--- config.mk ---
export PLATFORM = sky130hd
export DESIGN_NAME = regfile_reader
export DESIGN_NICKNAME = d
export VERILOG_FILES = /design/src/rtl/regfile_reader.sv
export SDC_FILE = /design/constraint.sdc
export NUM_CORES = 1
export LEC_CHECK = 0
export ABC_CLOCK_PERIOD_IN_PS = 2270
export CAP_MARGIN = 0
export CORE_AREA = 2 2 142 144
export DETAILED_ROUTE_END_ITERATION = 8
export DIE_AREA = 0 0 144 146
export PLACE_DENSITY_LB_ADDON = 0.2
export RECOVER_POWER = 50
export SETUP_SLACK_MARGIN = 0.3
export SYNTH_ARGS = -nofsm -noshare
export SYNTH_HDL_FRONTEND = slang
export SYNTH_SLANG_ARGS = --single-unit
--- constraint.sdc ---
create_clock -name clk -period 2.27 [get_ports clk]
set_clock_uncertainty 0.15 [all_clocks]
set_input_delay 0.3405 -clock clk [delete_from_list [all_inputs] [get_ports clk]]
set_output_delay 0.3405 -clock clk [all_outputs]
set_load 0.05 [all_outputs]
--- src/rtl/regfile_reader.sv ---
// Purpose : sweeps register file addresses FIRST_REG..LAST_REG over one read port,
//           streams each word out on valid/ready and accumulates a 32-bit checksum.
// Latency : start -> first out_valid 2 cycles; 2 cycles per word with out_ready high.
// Backpressure: out_ready low holds the presented word stable; the sweep stalls in HOLD.
//
// Ports:
//   clk, rst_n              clock, asynchronous active-low reset
//   start                   begin a sweep (honoured only in IDLE)
//   rd_addr / rd_data       register file read port (address registered, data combinational)
//   out_valid/out_ready     output stream handshake
//   out_addr/out_data/out_last  current word, its address, last-word flag
//   busy, done, state       status: READ/HOLD decode, end-of-sweep pulse, debug state
//   sum, sum_valid          running checksum and its final-value flag
module regfile_reader #(
    parameter int FIRST_REG = 0,
    parameter int LAST_REG  = 31
) (
    input  logic        clk,
    input  logic        rst_n,
    input  logic        start,
    output logic [4:0]  rd_addr,
    input  logic [31:0] rd_data,
    output logic        out_valid,
    input  logic        out_ready,
    output logic [4:0]  out_addr,
    output logic [31:0] out_data,
    output logic        out_last,
    output logic        busy,
    output logic        done,
    output logic [31:0] sum,
    output logic        sum_valid,
    output logic [1:0]  state
);

    typedef enum logic [1:0] {
        S_IDLE = 2'd0,
        S_READ = 2'd1,
        S_HOLD = 2'd2,
        S_DONE = 2'd3
    } state_t;

    localparam logic [4:0] FIRST_ADDR = 5'(FIRST_REG);
    localparam logic [4:0] LAST_ADDR  = 5'(LAST_REG);

    state_t      state_q, state_d;
    logic [4:0]  rd_addr_q, rd_addr_d;
    logic        out_valid_q, out_valid_d;
    logic [4:0]  out_addr_q, out_addr_d;
    logic [31:0] out_data_q, out_data_d;
    logic        out_last_q, out_last_d;
    logic        busy_q, busy_d;
    logic        done_q, done_d;
    logic [31:0] sum_q, sum_d;
    logic        sum_valid_q, sum_valid_d;

    logic        accept;

    assign accept = out_valid_q & out_ready;

    // State register and all datapath flops.
    always_ff @(posedge clk or negedge rst_n) begin
        if (!rst_n) begin
            state_q     <= S_IDLE;
            rd_addr_q   <= 5'd0;
            out_valid_q <= 1'b0;
            out_addr_q  <= 5'd0;
            out_data_q  <= 32'd0;
            out_last_q  <= 1'b0;
            busy_q      <= 1'b0;
            done_q      <= 1'b0;
            sum_q       <= 32'd0;
            sum_valid_q <= 1'b0;
        end else begin
            state_q     <= state_d;
            rd_addr_q   <= rd_addr_d;
            out_valid_q <= out_valid_d;
            out_addr_q  <= out_addr_d;
            out_data_q  <= out_data_d;
            out_last_q  <= out_last_d;
            busy_q      <= busy_d;
            done_q      <= done_d;
            sum_q       <= sum_d;
            sum_valid_q <= sum_valid_d;
        end
    end

    // Next-state logic.
    always_comb begin
        state_d = state_q;
        case (state_q)
            S_IDLE: if (start) state_d = S_READ;
            S_READ: state_d = S_HOLD;
            S_HOLD: if (accept) state_d = out_last_q ? S_DONE : S_READ;
            S_DONE: state_d = S_IDLE;
            default: state_d = S_IDLE;
        endcase
    end

    // Output / datapath logic. busy and done are registered decodes of the
    // next state so they line up exactly with the cycles spent in that state.
    always_comb begin
        rd_addr_d   = rd_addr_q;
        out_valid_d = out_valid_q;
        out_addr_d  = out_addr_q;
        out_data_d  = out_data_q;
        out_last_d  = out_last_q;
        sum_d       = sum_q;
        sum_valid_d = sum_valid_q;
        busy_d      = (state_d == S_READ) || (state_d == S_HOLD);
        done_d      = (state_d == S_DONE);

        case (state_q)
            S_IDLE: begin
                if (start) begin
                    rd_addr_d   = FIRST_ADDR;
                    sum_d       = 32'd0;
                    sum_valid_d = 1'b0;
                end
            end
            S_READ: begin
                // rd_addr has been stable for a whole cycle; sample the read here.
                out_data_d  = rd_data;
                out_addr_d  = rd_addr_q;
                out_last_d  = (rd_addr_q == LAST_ADDR);
                out_valid_d = 1'b1;
            end
            S_HOLD: begin
                if (accept) begin
                    sum_d       = sum_q + out_data_q;
                    out_valid_d = 1'b0;
                    // Only advance when not at the end, so rd_addr never passes LAST_REG.
                    if (!out_last_q) rd_addr_d = rd_addr_q + 5'd1;
                end
            end
            S_DONE: begin
                sum_valid_d = 1'b1;
            end
            default: ;
        endcase
    end

    assign state     = state_q;
    assign rd_addr   = rd_addr_q;
    assign out_valid = out_valid_q;
    assign out_addr  = out_addr_q;
    assign out_data  = out_data_q;
    assign out_last  = out_last_q;
    assign busy      = busy_q;
    assign done      = done_q;
    assign sum       = sum_q;
    assign sum_valid = sum_valid_q;

endmodule

# ---- Yosys cells after proc, flatten, opt, wreduce, memory -nomap -nowiden
# Cells that the tools add are included.
dict set report word_totals {
  reg_bits 81
  wordCells 47
  output_inout_bits 81
  inputBits 36
}
dict set report op_classes {
  addsub 2
  n_mux 15
  n_eq_ne 10
  n_reduce_logical 9
  bitwise 1
}
# op n
set op_table {}
lappend op_table {{2-to-1 mux 32 bit} 2}
lappend op_table {{one-hot mux 32 bit (2 select lines)} 1}
lappend op_table {{adder 32 bit} 1}
lappend op_table {{2-to-1 mux 5 bit} 3}
lappend op_table {{one-hot mux 5 bit (2 select lines)} 1}
lappend op_table {{equality test 2 bit, second input constant} 4}
lappend op_table {{one-hot mux 2 bit (4 select lines)} 1}
lappend op_table {{2-to-1 mux 2 bit} 3}
lappend op_table {{inequality test 2 bit, second input constant} 3}
lappend op_table {{nonzero test 2 bit} 3}
lappend op_table {{adder 5 x 1 -> 5 bit, second input constant} 1}
lappend op_table {{equality test 5 bit, second input constant} 1}
lappend op_table {{equality test 2 x 1 -> 1 bit, second input constant} 2}
lappend op_table {{one-hot mux 1 bit (2 select lines)} 2}
lappend op_table {{AND reduction 2 bit} 2}
lappend op_table {{AND reduction 4 bit} 1}
lappend op_table {{AND reduction 3 bit} 1}
lappend op_table {{zero test 2 bit} 1}
lappend op_table {{2-to-1 mux 1 bit} 2}
lappend op_table {{bitwise AND 1 bit} 1}
lappend op_table {{logical OR 1 bit} 1}

# ---- Depth between registers and ports, before layout
dict set report logic_depth {
  ltp_word 5
  mapped_depth 11
  depth_no_buf 11
}

# ---- Least setup slack after synthesis
# OpenSTA, ideal clock, no wires.
dict set report synth_timing {
  path_kind {flip-flop to flip-flop}
  start {register sum_q[0] (netlist: sum[0])}
  end {register sum_q[30] (netlist: sum[30])}
  period_less_slack_ps 2716
  required_ps 2044
  arrival_time_ps 2490
  path_stages_with_launch 12
  path_slack_ps -446
  path_cell_list {dfrtp_1 > ha_1 > inv_1 > fa_1 > nor2b_1 > o31ai_2 > a21oi_1 > a21oi_1 > a221oi_1 > a211oi_1 > xor2_1 > o21ai_1}
}
dict set report synth_between {
  elab_chain_len 3
}
# item line_no
set synth_lines {}
lappend synth_lines {{from (decl)} 53} ;# logic [31:0] sum_q, sum_d;
lappend synth_lines {{from (signal assigned)} 82} ;# sum_q <= sum_d;
lappend synth_lines {{adder 32 bit} 129} ;# sum_d = sum_q + out_data_q;
lappend synth_lines {{2-to-1 mux 32 bit} 128} ;# if (accept) begin
lappend synth_lines {{one-hot mux 32 bit (2 select lines)} 112} ;# case (state_q)
# Every way passes these cells. The select of a mux whose other input is x is not followed.
# A chain may end at the register's enable or synchronous reset.

# ---- Final worst setup path
dict set report layout_timing {
  start {register out_data_q[0] (netlist: out_data[0])}
  end {register sum_q[26] (netlist: sum[26])}
}
dict set report layout_between {
  elab_chain_len 3
}
# item line_no
set layout_lines {}
lappend layout_lines {{from (decl)} 49} ;# logic [31:0] out_data_q, out_data_d;
lappend layout_lines {{from (signal assigned)} 78} ;# out_data_q <= out_data_d;
lappend layout_lines {{adder 32 bit} 129}
lappend layout_lines {{2-to-1 mux 32 bit} 128}
lappend layout_lines {{one-hot mux 32 bit (2 select lines)} 112}
# Every way passes these cells. The select of a mux whose other input is x is not followed.

==> qor.csv <==
stage,metric,value,unit
status,outcome,finished with violations,
status,failing checks,setup timing,
sta,Tmin final,2500,ps
synthesis,share of flip-flops with an asynchronous set or reset,1.00,
clock_tree,clock root buffer,clkbuf_16,
die,Die Y-Extent,146,µm
placed_design,Port Buffers,116,
setup_path,Critical Path Sink Type,flop,
global_route,Total GRT Usage,0.144,
die,core area,19300,µm²
route,Via density,4.54,
finish,Post-Layout Cell Count,984,
global_route,first-pass GRT wire length,23.7,mm
clock_tree,Skew-Pair Late Insertion Delay,350,ps
sta,RSZ-0062 raised after global routing,true,
clock_tree,CTS tree,done,
synthesis,Unique masters post-synth,64,
sta,worst slew pin tran,1160,ps
sta,setup ws final,-226,ps
setup_path,Crit path arrival time,2580,ps
sta,Hold Fails Final Rpt,0,
synthesis,register area share after synthesis,0.425,
finish,Layout area overhead,65.2,%
global_route,largest net degree at the start of global routing,82,
die,die area,21000,µm²
power_and_ir_drop,Worst VDD drop,0.658,mV
hold_path,Hold Path Class,reg -> reg,
sta,Worst slew margin,0.228,
finish,"commonest non-fill, non-tap cell in the layout",buf_4,
clock_tree,"Clk pin slew, worst setup/hold paths",70,ps
global_route,grt ovf,0,
setup_path,required time of the critical path,2350,ps
finish,ANT cells,0,
clock_tree,H-tree depth,3,
die,I/O pin cnt,117,
clock_tree,total CTS buffers,9,
placed_design,placed cells,949,
clock_tree,clock sink total,81,
synthesis,syn nets,541,
clock_tree,clock buffer depth,2,
route,DRC viols,0,
setup_path,Worst Path Max Fanout,3,
sta,final setup violation count,33,
setup_path,CP Class,reg -> reg,
synthesis,#FFs+latches synth,81,
synthesis,Syn Std Cell Area,4770,µm²
route,vias,4467,
power_and_ir_drop,LEAKAGE,3.67,nW
sta,max-slew violations,0,
synthesis,Post-Syn Area per Cell,10.1,µm²
synthesis,Post-synth EDFFs,0,
finish,fill cell count,1925,
synthesis,Synth Flop Type,dfrtp_1,
sta,fin crit share,1.10,
finish,most frequent cells in the layout,"buf_4, dlygate4sd2_1, nand2_1",
route,final WL,14.6,mm
placed_design,post-DP HPWL,11.0,mm
placed_design,Placer Congestion,0.855,
synthesis,number of synthesis warnings,0,
flow_run,max cap viols,0,
die,starting density of the core,0.247,
finish,fraction of layout cells with a size suffix above 1,0.413,
synthesis,Syn Inst Count,470,
route,Post-DRT Antenna Nets,0,
route,DR WL/cell,14.9,µm
setup_path,Startpoint Class,flop,
sta,Fmax,401,MHz
power_and_ir_drop,final total power,0.0132,W
route,Iter 0 DRT Violations,155,
sta,setup_tns,-2400,ps
route,drt first pass iters,4,
global_route,vias in the first global route,4715,
die,Chip Width,144,µm
die,# rows,51,
finish,layout net count,785,
global_route,initial antenna violation count,0,
power_and_ir_drop,PwrDens,1680,nW/µm²
metrics by stage:
step	hold slack [ps]	cell area, µm²	worst slack (ps)	utilization
floorplan	-105	5110	-208	-
global placement	265	7380	-213	0.382
detailed placement	265	7380	-293	0.382
CTS	368	7830	-227	0.405
global route	389	7880	-350	0.407
finish	361	7880	-226	0.407
cell type report:
class	instances	area, µm²	share of cell area
inverter	9	33.8	0.00429
tap	265	332	0.0421
clock buffer	13	240	0.0305
sequential	81	2080	0.264
multi-input combinational	364	3050	0.387
clock inverter	3	65.1	0.00826
timing repair buffer	249	2080	0.265
what timing repair did:
| action | in CTS | in global routing |
|---|---|---|
| endpoints found under the hold margin | 81 | 0 |
| hold buffers | 1 | 0 |
| endpoints found under the setup margin | 107 | 33 |
| resized for setup | 111 | 17 |
| pin swaps | 23 | 14 |
| buffers inserted | 12 | 6 |
sequential cells by signal, summed over array words and instances, names as in the netlist:
register,count
done,1
out_last,1
busy,1
state,2
out_addr,5
out_data,32
sum,32
sum_valid,1
rd_addr,5
out_valid,1
Yosys cell counts (4+ instances only):
library cell,count,area share
nand2b_1,4,0.0052
xnor2_1,11,0.020
o21ai_1,6,0.0063
a21oi_1,40,0.042
nand4_1,7,0.0092
inv_1,9,0.0071
o21ai_0,33,0.035
nand2_1,57,0.045
ha_1,34,0.089
nand3_1,14,0.015
dfrtp_1,81,0.42
nor2b_1,4,0.0052
clkbuf_1,10,0.0079
a21o_1,10,0.016
nor2_1,25,0.020
xor2_1,19,0.035
nor3_1,4,0.0042
a31oi_1,5,0.0066
mux2_2,37,0.087
power by group:
group / total, W / internal (W) / switching (W)
registers: 0.00258 / 0.00204 / 0.000539
logic: 0.00905 / 0.00395 / 0.00510
clock network: 0.00157 / 0.000965 / 0.000604
cells by family (layout without fill, tap and decap cells):
family	after synthesis	after routing	share of synthesized area
AO/OA/AOI/OAI	134	134	0.185
adder cells (fa/ha/maj)	35	35	0.0934
multiplexers	38	38	0.0895
AND/OR/NAND/NOR	127	127	0.124
XOR/XNOR	30	30	0.0551
flip-flops	81	81	0.425
buffers and inverters	25	274	0.0283
final timing paths:
kind                                    startpoint                  endpoint  slack [ps]  depth (start not counted)
max                        out_data[0]$_DFFE_PN0P_       sum[26]$_DFFE_PN0P_        -230                         11
min                            sum[25]$_DFFE_PN0P_       sum[25]$_DFFE_PN0P_         360                          2
max reg2reg                out_data[0]$_DFFE_PN0P_       sum[26]$_DFFE_PN0P_        -230                         11
min reg2reg                    sum[25]$_DFFE_PN0P_       sum[25]$_DFFE_PN0P_         360                          2
max in group asynchronous                    rst_n  out_data[16]$_DFFE_PN0P_         430                          3
min in group asynchronous                    rst_n   out_data[8]$_DFFE_PN0P_         750                          3
per-layer routing:
| metal | vias to the layer above | part of all wire | track usage | wire length [µm] |
|---|---|---|---|---|
| met1 | 2130 | 0.44 | 0.176 | 6390 |
| met5 | - | 0 | 0 | 0 |
| met2 | 115 | 0.48 | 0.241 | 7030 |
| met4 | 0 | 0.019 | 0.0515 | 271 |
| met3 | 22 | 0.063 | 0.0418 | 920 |
| li1 | 2200 | - | - | - |
critical path, stage by stage, from the launching register on:
cell       delay, ps
dfrtp_2          420
ha_4             170
inv_2             50
fa_2             220
nor2b_4           50
o31ai_4          210
a21oi_2          130
o2111ai_2        230
nand4_1          220
a311oi_2         270
xor2_1           170
o21ai_1           70
No activity file was read; power rests on OpenSTA's default activity.
